[config.mk]
export PLATFORM = sky130hd
export DESIGN_NAME = prog_clock_divider
export DESIGN_NICKNAME = d
export VERILOG_FILES = /design/src/rtl/prog_clock_divider.sv
export SDC_FILE = /design/constraint.sdc
export NUM_CORES = 1
export LEC_CHECK = 0
export BUFFER_PORTS_ARGS = -buffer_cell sky130_fd_sc_hd__buf_2
export CAP_MARGIN = 30
export CORE_MARGIN = 3
export CORE_UTILIZATION = 68
export DETAILED_ROUTE_END_ITERATION = 10
export HOLD_SLACK_MARGIN = 0.12
export PLACE_DENSITY_LB_ADDON = 0.2
export SLEW_MARGIN = 40
export SYNTH_ARGS = -nofsm -noshare
export SYNTH_HDL_FRONTEND = slang
export SYNTH_SLANG_ARGS = --single-unit
[constraint.sdc]
create_clock -name CLK -period 12.63 [get_ports CLK]
set_input_delay 1.263 -clock CLK [delete_from_list [all_inputs] [get_ports CLK]]
set_output_delay 1.263 -clock CLK [all_outputs]
set_load 0.02 [all_outputs]
[src/rtl/prog_clock_divider.sv]
// Multi-channel programmable clock divider with shadowed divisors applied at period wrap.
// Optional DIVIDER_DUTY_EN macro adds a per-channel programmable high time (DUTY_IN).
module prog_clock_divider #(
    parameter int N_CH        = 4,
    parameter int WIDTH       = 16,
    parameter int DEFAULT_DIV = 50_000
) (
    input  logic                    CLK,
    input  logic                    RST,
    input  logic [N_CH-1:0]         EN,
    input  logic [N_CH-1:0]         LOAD,
    input  logic [N_CH*WIDTH-1:0]   DIV_IN,
`ifdef DIVIDER_DUTY_EN
    input  logic [N_CH*WIDTH-1:0]   DUTY_IN,
`endif
    output logic [N_CH-1:0]         CLK_OUT,
    output logic [N_CH-1:0]         TICK,
    output logic [N_CH-1:0]         PENDING
);

    localparam logic [WIDTH-1:0] DEF = WIDTH'(DEFAULT_DIV);
    localparam logic [WIDTH-1:0] ONE = WIDTH'(1);
    localparam logic [WIDTH-1:0] TWO = WIDTH'(2);
`ifdef DIVIDER_DUTY_EN
    localparam logic [WIDTH-1:0] DEF_DUTY = WIDTH'(DEFAULT_DIV / 2);
`endif

    for (genvar i = 0; i < N_CH; i++) begin : g_ch
        logic [WIDTH-1:0] cnt, d, s;
        logic [WIDTH-1:0] cnt_n, d_n, s_n, h_n, din;
        logic             p, p_n, wrap, clk_q, tick_q, clk_n;
`ifdef DIVIDER_DUTY_EN
        logic [WIDTH-1:0] a, ds, a_n, ds_n, dmax, duty;
        assign duty = DUTY_IN[i*WIDTH +: WIDTH];
`endif

        assign din = DIV_IN[i*WIDTH +: WIDTH];

        always_comb begin
            cnt_n = cnt;
            d_n   = d;
            s_n   = s;
            p_n   = p;
            wrap  = EN[i] && (cnt == d - ONE);
`ifdef DIVIDER_DUTY_EN
            a_n   = a;
            ds_n  = ds;
`endif
            if (!EN[i]) begin
                cnt_n = d - ONE;
            end else if (wrap) begin
                cnt_n = '0;
                d_n   = s;
                p_n   = 1'b0;
`ifdef DIVIDER_DUTY_EN
                a_n   = ds;
`endif
            end else begin
                cnt_n = cnt + ONE;
            end
            // A load on the wrap edge still leaves a fresh value pending
            if (LOAD[i]) begin
                s_n = (din < TWO) ? TWO : din;
                p_n = 1'b1;
`ifdef DIVIDER_DUTY_EN
                ds_n = duty;
`endif
            end
`ifdef DIVIDER_DUTY_EN
            dmax = d_n - ONE;
            if (a_n < ONE)       h_n = ONE;
            else if (a_n > dmax) h_n = dmax;
            else                 h_n = a_n;
`else
            h_n = d_n - (d_n >> 1);
`endif
            clk_n = EN[i] && (cnt_n < h_n);
        end

        always_ff @(posedge CLK or posedge RST) begin
            if (RST) begin
                cnt    <= DEF - ONE;
                d      <= DEF;
                s      <= DEF;
                p      <= 1'b0;
                clk_q  <= 1'b0;
                tick_q <= 1'b0;
`ifdef DIVIDER_DUTY_EN
                a      <= DEF_DUTY;
                ds     <= DEF_DUTY;
`endif
            end else begin
                cnt    <= cnt_n;
                d      <= d_n;
                s      <= s_n;
                p      <= p_n;
                clk_q  <= clk_n;
                tick_q <= wrap;
`ifdef DIVIDER_DUTY_EN
                a      <= a_n;
                ds     <= ds_n;
`endif
            end
        end

        assign CLK_OUT[i] = clk_q;
        assign TICK[i]    = tick_q;
        assign PENDING[i] = p;
    end

endmodule

---- Yosys cells after proc, flatten, opt, wreduce, memory -nomap -nowiden ----
Index checks and enable logic that the tools add are counted.
storage, ports and cells
  logic and storage cells ................. 100
  input port bits ......................... 74
  register bits after elaboration ......... 204
operators by class
  $add $sub $neg .......................... 12
  order comparisons ....................... 8
  reduce and logical (&&, ||, !) cells .... 20
  eq/ne operators ......................... 4
  muxes and demuxes ....................... 32
operators by type and width
  operator                 number
  $mux W16                 20
  $add A16 B1 Y16 const B  4
  $eq A16 B16 Y1           4
  $lt A16 B16 Y1           4
  $lt A16 B2 Y1 const B    4
  $sub A16 B1 Y16 const B  4
  $sub A16 B15 Y16         4
  $reduce_bool A2 Y1       8
  $mux W1                  12
  $logic_and A1 B1 Y1      8
  $reduce_and A2 Y1        4

---- Longest topological paths before layout ----
Gate-level depths: netlist (run 1).
  depth after elaboration ................. 8
  mapped depth ............................ 35
  depth with buffers taken out ............ 33

---- Worst setup path after synthesis (run 1) ----
OpenSTA, ideal clock, no wires.
  kind .................................... input-to-reg
  start ................................... input port EN[2]
  end ..................................... register g_ch[2].clk_q
  path slack .............................. 5,401 ps
  arrival time ............................ 7,130 ps
  stages on the path ...................... 29
  cells stage by stage .................... clkbuf_1 > nand3_1 > or4b_1 > or4b_4 > nor4_4 > buf_2 > nand2_1 > o21ai_0 > ha_1 > inv_1 > fa_1 > a21o_1 > a21oi_1 > o21bai_1 > a21oi_1 > o21bai_1 > a21oi_1 > o21bai_1 > a21oi_1 > o21ai_0 > nor4b_1 > nor3_1 > ha_1 > nand4_1 > or2_2 > nor2_1 > a2111oi_0 > o21ai_0 > a311oi_1
between the ends
  word-level cells in the longest chain between the ends .. 6
  elaborated cells between the ends (all ways) .. 8
ends and longest elaborated chain
  element                  RTL line  RTL
  start: declaration       10        input logic [N_CH-1:0] EN,
  $logic_and A1 B1 Y1      44        wrap = EN[i] && (cnt == d - ONE);
  $mux W16                 51        end else if (wrap) begin
  $mux W16 (*)             49        if (!EN[i]) begin
  via g_ch[2].d_n[1]       30        logic [WIDTH-1:0] cnt_n, d_n, s_n, h_n, din;
  $sub A16 B15 Y16 (*)     75        h_n = d_n - (d_n >> 1);
  $lt A16 B16 Y1 (*)       77        clk_n = EN[i] && (cnt_n < h_n);
  $logic_and A1 B1 Y1 (*)  77
  via g_ch[2].clk_n        31        logic p, p_n, wrap, clk_q, tick_q, clk_n;
  end signal: assignment   97        clk_q <= clk_n;
  end: declaration         31
Mark *: on every way through the listed nets, which the timed path passes. The rest lies on a longest branch.
A chain may end at the register's enable or synchronous reset.

---- Worst setup path in the final report (run 1) ----
  start ................................... register g_ch[2].d[0]
  end ..................................... register g_ch[2].clk_q
between the ends
  word-level cells in the longest chain between the ends .. 8
  elaborated cells between the ends (all ways) .. 10
ends and longest elaborated chain
  element                   RTL line  RTL
  start: declaration        29        logic [WIDTH-1:0] cnt, d, s;
  start signal: assignment  94        d <= d_n;
  $sub A16 B1 Y16           44
  $eq A16 B16 Y1            44
  $logic_and A1 B1 Y1       44
  $mux W16                  51
  $mux W16                  49
  via g_ch[2].d_n[1]        30
  $sub A16 B15 Y16          75
  $lt A16 B16 Y1            77
  $logic_and A1 B1 Y1       77
  via g_ch[2].clk_n         31
The timed path passes the listed nets, and every way through them passes these cells.

==> summary.md, run 1 <==
| Metric | Value |
|---|---|
| Most common cell in the netlist | `nand2_1` |
| Area of the multi-input gates | `roughly 9900 um2` |
| Die Area | `roughly 25000 um2` |
| Most common cell on crit path | `a21oi_1` |
| Final Instance Count excl. Fillers | `around 2100` |
| Slowest stage delay, CP | `580 ps` |
| Die width | `around 160 um` |
| CP Max Fanout | `35` |
| Int Power | `2741 uW` |
| Total number of yosys warnings | `0` |
| Post CTS Setup Buffer Count | `0` |
| Worst R2R Path Depth | `32` |
| RSZ-0062 raised after global routing | `no` |
| Required @ worst endpoint | `13060 ps` |
| Commonest cells post-synth | `nand2_1 (131), ha_1 (124), xnor2_1 (122)` |
| Share of power burned in the clock network | `between 10% and 20%` |
| Largest net degree at the start of global routing | `~150` |
| CP Capture Type | `flop` |
| Ranking of synthesized cells by area | `dfrtp_1 (19%), dfstp_2 (14%), ha_1 (9.7%)` |
| Fraction of layout cells with a size suffix above 1 | `approximately 18%` |
| Yosys reg bits | `204` |
| Hold buffer count at CTS | `0` |
| Max cap viols | `0` |
| # diodes | `0` |
| Pins over their slew limit | `0` |
| Worst IR Drop VDD | `0.1682 mV` |
| Synth Instances | `1716` |
| Rows | `55` |
| Root Driver | `clkbuf_16` |
| Clk_lat worst skew | `~540 ps` |
| Total vias in the final route | `~13000` |
| Outcome | `finished, final reports clean` |
| Switching Share | `between 40 and 50%` |
| Layout filler cell count | `approximately 1600` |
| Combinational power share | `~62%` |
| Area leader, netlist | `dfrtp_1` |
| Antenna violations before repair | `0` |
| Final Cycle Share | `62.66%` |
| Seq pwr share | `between 20% and 30%` |
| Setup violators final | `0` |
| Final Skew | `22.24 ps` |
| Residual DRC count | `0` |
| Hold EP | `g_ch[0].p` |
| First-pass iteration count of the detailed router | `5` |
| IO Port Bufs | `85` |
| Clock transition at path regs | `roughly 60 ps` |
| CTS Buf Count | `23` |
| Clock Sinks | `between 200 and 250` |
| Hold Violations, Final | `0` |
| EDFF count, synth | `0` |
| Syn-to-layout area delta | `7.953%` |
| Chip height | `between 150 and 200 um` |
| Post-synth top area share | `a little under a fifth` |
| FF/Latch Area | `roughly 5200 um2` |
| Io pins | `86` |
| Syn avg cell area | `slightly above 9 um2` |
| Routed wire length | `~36 mm` |
| Type of the worst min-delay path | `reg2reg` |
| Critical Path AT | `8350 ps` |
| Dpl cells | `2030` |
| Tmin final | `7914 ps` |
| WS Path Type | `reg2reg` |
| Yosys cell types | `between 90 and 100` |
| Critical Path Source Type | `flop` |
| PD cells | `a little under 300 nW/um2` |
| Nets | `a little under 2000` |
| Finished Core Util | `75.38%` |
| Post-CTS resize count | `0` |
| CTS tree | `done` |
| All-Layer GR Usage | `27.69%` |
| Starting Density | `approximately 70%` |
| FFs w/ async S/R, synth | `between 90% and 100%` |
| P_sw | `2234 uW` |
| Via density | `6.049` |
| Sequential element share of the synthesized area | `32.66%` |
| Synthesized cell area | `15950 um2` |
| Reg2Reg Setup Slack | `between 4000 and 5000 ps` |
| Leakage power | `~0.0076 uW` |
| Fmax | `126.4 MHz` |
| Avg WL per Cell | `between 15 and 20 um` |
| Setup tns final | `0 ps` |
| Worst Hold Depth | `1` |
| Crit Reg-Reg Endpoint | `g_ch[2].clk_q` |
| H-tree depth | `1` |
| RePlAce Congestion | `between 0.9 and 1` |
| First-pass GRT wire length | `between 50 and 60 mm` |
| HPWL after detailed placement | `approximately 27 mm` |
| Clock Path Buffers | `3` |
| Critical R2R Launch | `g_ch[2].d[0]` |
| HP Start | `g_ch[0].p` |
| Max-slew headroom | `between 50% and 60%` |
| Synth Flop Type | `dfrtp_1` |
| Syn Nets | `1918` |
| Grt ovf | `0` |
| Number of routed nets with antenna violations | `0` |
| Master of the slowest instance on the critical path | `or4b_4` |
| Vias in the first global route | `between 10000 and 15000` |
| Core area | `approximately 23000 um2` |
| Actual slew at the worst max-slew pin | `approximately 730 ps` |
| DRT iter0 DRCs | `roughly 800` |
==> per-stage QoR <==
step                hold slack (ps)  instance area [um2]  power [uW]  setup WS (ps)
floorplan                     451.0                15950        3571           5401
global placement              458.8                16410        4078           4978
detailed placement            461.2                16410        4213           4647
CTS                           475.4                17220        4957           4897
global route                  501.6                17220        5420           4285
finish                        473.9                17220        4975           4716
==> cells in the final DEF, fill, tap and decap left out, drive strengths merged, types with 16 or more instances in the layout <==
master / instances
nand2: 131
ha: 124
xnor2: 122
dfrtp: 120
inv: 111
buf: 90
xor2: 89
nor2: 85
dfstp: 84
mux2: 78
a21oi: 65
o21ai: 62
nand3: 54
o22ai: 49
nor3: 44
nand4: 40
mux2i: 35
clkbuf: 35
nor4: 34
a21o: 31
and3: 29
or3: 20
nand2b: 20
nor2b: 18
or4: 16
==> registers in the layout (all words and copies together), names as in the netlist <==
name         cells
g_ch.s          64
g_ch.tick_q      4
g_ch.p           4
g_ch.cnt        64
g_ch.d          64
g_ch.clk_q       4
==> critical path, delay by kind of cell (launching register included) <==
| kind | cells | cell delay [ps] |
|---|---|---|
| compound gates | 13 | 2690 |
| simple gates | 10 | 2610 |
| fa+ha+maj | 4 | 1130 |
| buf+inv | 3 | 600 |
| flops | 1 | 430 |
| xor+xnor | 2 | 330 |
==> power by group through the flow <==
| stage | Clock, uW | Combinational [uW] | Sequential (uW) |
|---|---|---|---|
| after detailed placement | 0 | 3020 | 1190 |
| final | 714 | 3070 | 1190 |
| after global routing | 757 | 3440 | 1230 |
| after floorplan | 0 | 2530 | 1040 |
| after global placement | 0 | 2900 | 1180 |
| after CTS | 727 | 3050 | 1180 |
==> how the worst max path moves through the flow <==
stage	startpoint	to	slack, ps	cells past startpoint
final	g_ch[2].d[0]	g_ch[2].clk_q	4720	32
after global placement	EN[2]	g_ch[2].clk_q	4980	29
after global routing	g_ch[2].d[0]	g_ch[2].clk_q	4280	32
after floorplan	EN[2]	g_ch[2].clk_q	5400	29
after detailed placement	EN[2]	g_ch[2].clk_q	4650	29
after CTS	g_ch[2].d[0]	g_ch[2].clk_q	4900	32
==> cells by family (layout without fill, tap and decap cells) <==
family                     after synthesis  in the layout  synth area share (%)
AOI/OAI and AO/OA                      301            301                 12.46
DFF                                    204            204                 32.66
adders and majority gates              128            128                 10.23
and+or+nand+nor                        549            549                 18.72
xor gates and xnor gates               221            221                 13.00
buffers and inverters                  200            243                 5.200
muxes                                  113            113                 7.725
==> routing by layer <==
| layer | up-vias | routed length [um] | GRT usage [%] | share of wire, % |
|---|---|---|---|---|
| met3 | 51 | 1644 | 3.278 | 4.6 |
| met4 | 0 | 729 | 7.322 | 2.0 |
| met1 | 5992 | 16280 | 37.95 | 46 |
| li1 | 6181 | - | - | - |
| met2 | 309 | 17030 | 46.98 | 48 |
| met5 | - | 0 | 0 | 0 |
==> layout make-up <==
type                       count  share of cell area [%]
multi-input combinational   1312                   57.60
inverter                     111                   2.492
sequential                   204                   30.25
tap                          313                   2.274
clock inverter                 7                  0.7411
clock buffer                  35                   3.952
timing repair buffer          90                   2.688
Power figures use the tool's default switching activity.
==> run 2, diff against run 1 <==
--- a/config.mk
+++ b/config.mk
@@ -8,7 +8,7 @@
 export BUFFER_PORTS_ARGS = -buffer_cell sky130_fd_sc_hd__buf_2
 export CAP_MARGIN = 30
 export CORE_MARGIN = 3
-export CORE_UTILIZATION = 68
+export CORE_UTILIZATION = 63
 export DETAILED_ROUTE_END_ITERATION = 10
 export HOLD_SLACK_MARGIN = 0.12
 export PLACE_DENSITY_LB_ADDON = 0.2
==> constraint.sdc (replaced) <==
create_clock -name CLK -period 7.6 [get_ports CLK]
set_input_delay 0.76 -clock CLK [delete_from_list [all_inputs] [get_ports CLK]]
set_output_delay 0.76 -clock CLK [all_outputs]
set_load 0.02 [all_outputs]
==> summary.md, run 2 (same netlist as run 1, synthesis figures left out) <==
| Metric | Value |
|---|---|
| Worst R2R Path Depth | `30` |
| Syn-to-layout area delta | `8.541%` |
| Die width | `approximately 170 um` |
| Total vias in the final route | `~13000` |
| PD cells | `roughly 480 nW/um2` |
| Most common cell after layout, fill and taps aside | `nand2_1` |
| Max-slew headroom | `45.93%` |
| Critical Path Source Type | `flop` |
| First-pass GRT wire length | `between 60 and 70 mm` |
| Via density | `around 6` |
| First-pass iteration count of the detailed router | `5` |
| Crit Reg-Reg Endpoint | `g_ch[2].clk_q` |
| Most common cell on crit path | `a21oi_1` |
| Slowest stage delay, CP | `between 500 and 600 ps` |
| Finished Cell Area | `approximately 17000 um2` |
| Number of routed nets with antenna violations | `0` |
| Antenna violations before repair | `0` |
| CTS Buf Count | `24` |
| Required @ worst endpoint | `~8000 ps` |
| Routed wire length | `35.75 mm` |
| IO Port Bufs | `85` |
| Vias in the first global route | `about 12000` |
| Clock Path Buffers | `3` |
| Post-route setup slack | `between 500 and 600 ps` |
| Worst IR Drop VDD | `about 0.28 mV` |
| Type of the worst min-delay path | `in2async` |
| Clock transition at path regs | `around 60 ps` |
| Layout filler cell count | `1905` |
| Io pins | `86` |
| Reg2Reg Setup Slack | `520 ps` |
| Grt ovf | `0` |
| Largest net degree at the start of global routing | `roughly 150` |
| Pins over their slew limit | `0` |
| Avg WL per Cell | `~17 um` |
| Starting Density | `64.84%` |
| Root Driver | `clkbuf_16` |
| Core area | `24600 um2` |
| Residual DRC count | `0` |
| Chip height | `roughly 170 um` |
| Max cap viols | `0` |
| Setup tns final | `0 ps` |
| HPWL after detailed placement | `between 20 and 30 mm` |
| Rows | `57` |
| Dpl ws | `334.1 ps` |
| Die Area | `approximately 27000 um2` |
| H-tree depth | `1` |
| Outcome | `finished, final reports clean` |
| Tmin final | `just over 7000 ps` |
| RePlAce Congestion | `approximately 0.93` |
| CP Capture Type | `flop` |
| Nets | `roughly 2000` |
| WS Path Type | `reg2reg` |
| Fraction of layout cells with a size suffix above 1 | `a little under a fifth` |
| Leakage power | `around 0.0076 uW` |
| Hold Violations, Final | `0` |
| Actual slew at the worst max-slew pin | `799.8 ps` |
| CTS tree | `done` |
| Setup violators final | `0` |
| Most frequent cells in the layout | `nand2_1 (131), ha_1 (124), xnor2_1 (122)` |
| Master of the slowest instance on the critical path | `or4b_4` |
| Critical R2R Launch | `g_ch[2].d[0]` |
| Final Skew | `around 14 ps` |
| Final Cycle Share | `between 90 and 100%` |
| Hold slack | `373.7 ps` |
| Fmax | `141.3 MHz` |
| All-Layer GR Usage | `around 27%` |
| # diodes | `0` |
| DRT iter0 DRCs | `a little over 700` |
| Placed instance area | `around 16000 um2` |
| Critical Path AT | `between 7000 and 8000 ps` |
| CP Max Fanout | `13` |
| Clk_lat worst skew | `between 500 and 600 ps` |
| Post CTS Setup Buffer Count | `0` |
| Largest regs | `g_ch.cnt (64), g_ch.d (64), g_ch.s (64)` |
| Clock Sinks | `~200` |
| RSZ-0062 raised after global routing | `yes` |
==> run 2: cell types whose count changed in the layout (fill, tap and decap cells not counted), sizes merged <==
cell	change
clkinv	-2
clkbuf	+6
bufinv	-1
clkinvlp	-1
buf	+6
inv	-1
==> run 2: repair_timing <==
action / 4_1_cts / 5_1_grt
resized for setup: 0 / 8
setup endpoints to repair: 0 / 2
hold buffers: 0 / 0
==> run 2: worst max-delay path by stage <==
stage / startpoint / endpoint / slack (ps)
detailed placement: g_ch[2].d[0] / g_ch[2].clk_q / 330
floorplan: g_ch[2].d[0] / g_ch[2].clk_q / 700
finish: g_ch[2].d[0] / g_ch[2].clk_q / 520
global placement: g_ch[2].d[0] / g_ch[2].clk_q / 540
CTS: g_ch[2].d[0] / g_ch[2].clk_q / 300
global route: g_ch[2].d[0] / g_ch[2].clk_q / -50
==> run 2: through the flow <==
stage / util [%] / std cells / power (uW)
6_report: 70.37 / 2090 / 8228
5_1_grt: 70.37 / 2090 / 9031
4_1_cts: 70.27 / 2090 / 8230
3_5_place_dp: 67.00 / 2047 / 7001
3_3_place_gp: 66.98 / 2047 / 6812
2_1_floorplan: - / 1716 / 5935
==> run 2: area by class of cell <==
| cell class | count | area, um2 | area share (%) |
|---|---|---|---|
| Clock buffer | 41 | 745.7 | 4.307 |
| Clock inverter | 2 | 60.06 | 0.3468 |
| Inverter | 111 | 429.2 | 2.478 |
| Multi-Input combinational cell | 1312 | 9941 | 57.41 |
| Sequential cell | 204 | 5210 | 30.09 |
| Tap cell | 324 | 405.4 | 2.341 |
| Timing Repair Buffer | 96 | 524.3 | 3.028 |
==> run 2: metal layers <==
| metal | share of wire [%] | vias up | track usage (%) |
|---|---|---|---|
| met5 | 0 | - | 0 |
| met4 | 1.6 | 0 | 5.871 |
| li1 | - | 6201 | - |
| met3 | 4.7 | 49 | 3.417 |
| met2 | 48 | 251 | 45.64 |
| met1 | 46 | 6096 | 36.60 |
==> run 2: critical path: cells and delay by family (launching register included) <==
kind / cells / cell delay [ps]
simple gates: 9 / 2380
flops: 1 / 420
fa+ha+maj: 3 / 950
mux: 1 / 200
compound gates: 14 / 2580
buf+inv: 3 / 430
==> run 2: power by group <==
part           total (uW)  switching, uW  internal (uW)
Clock                1170            443            728
Sequential           1980            486           1490
Combinational        5080           2740           2340
Total                8230           3670           4560
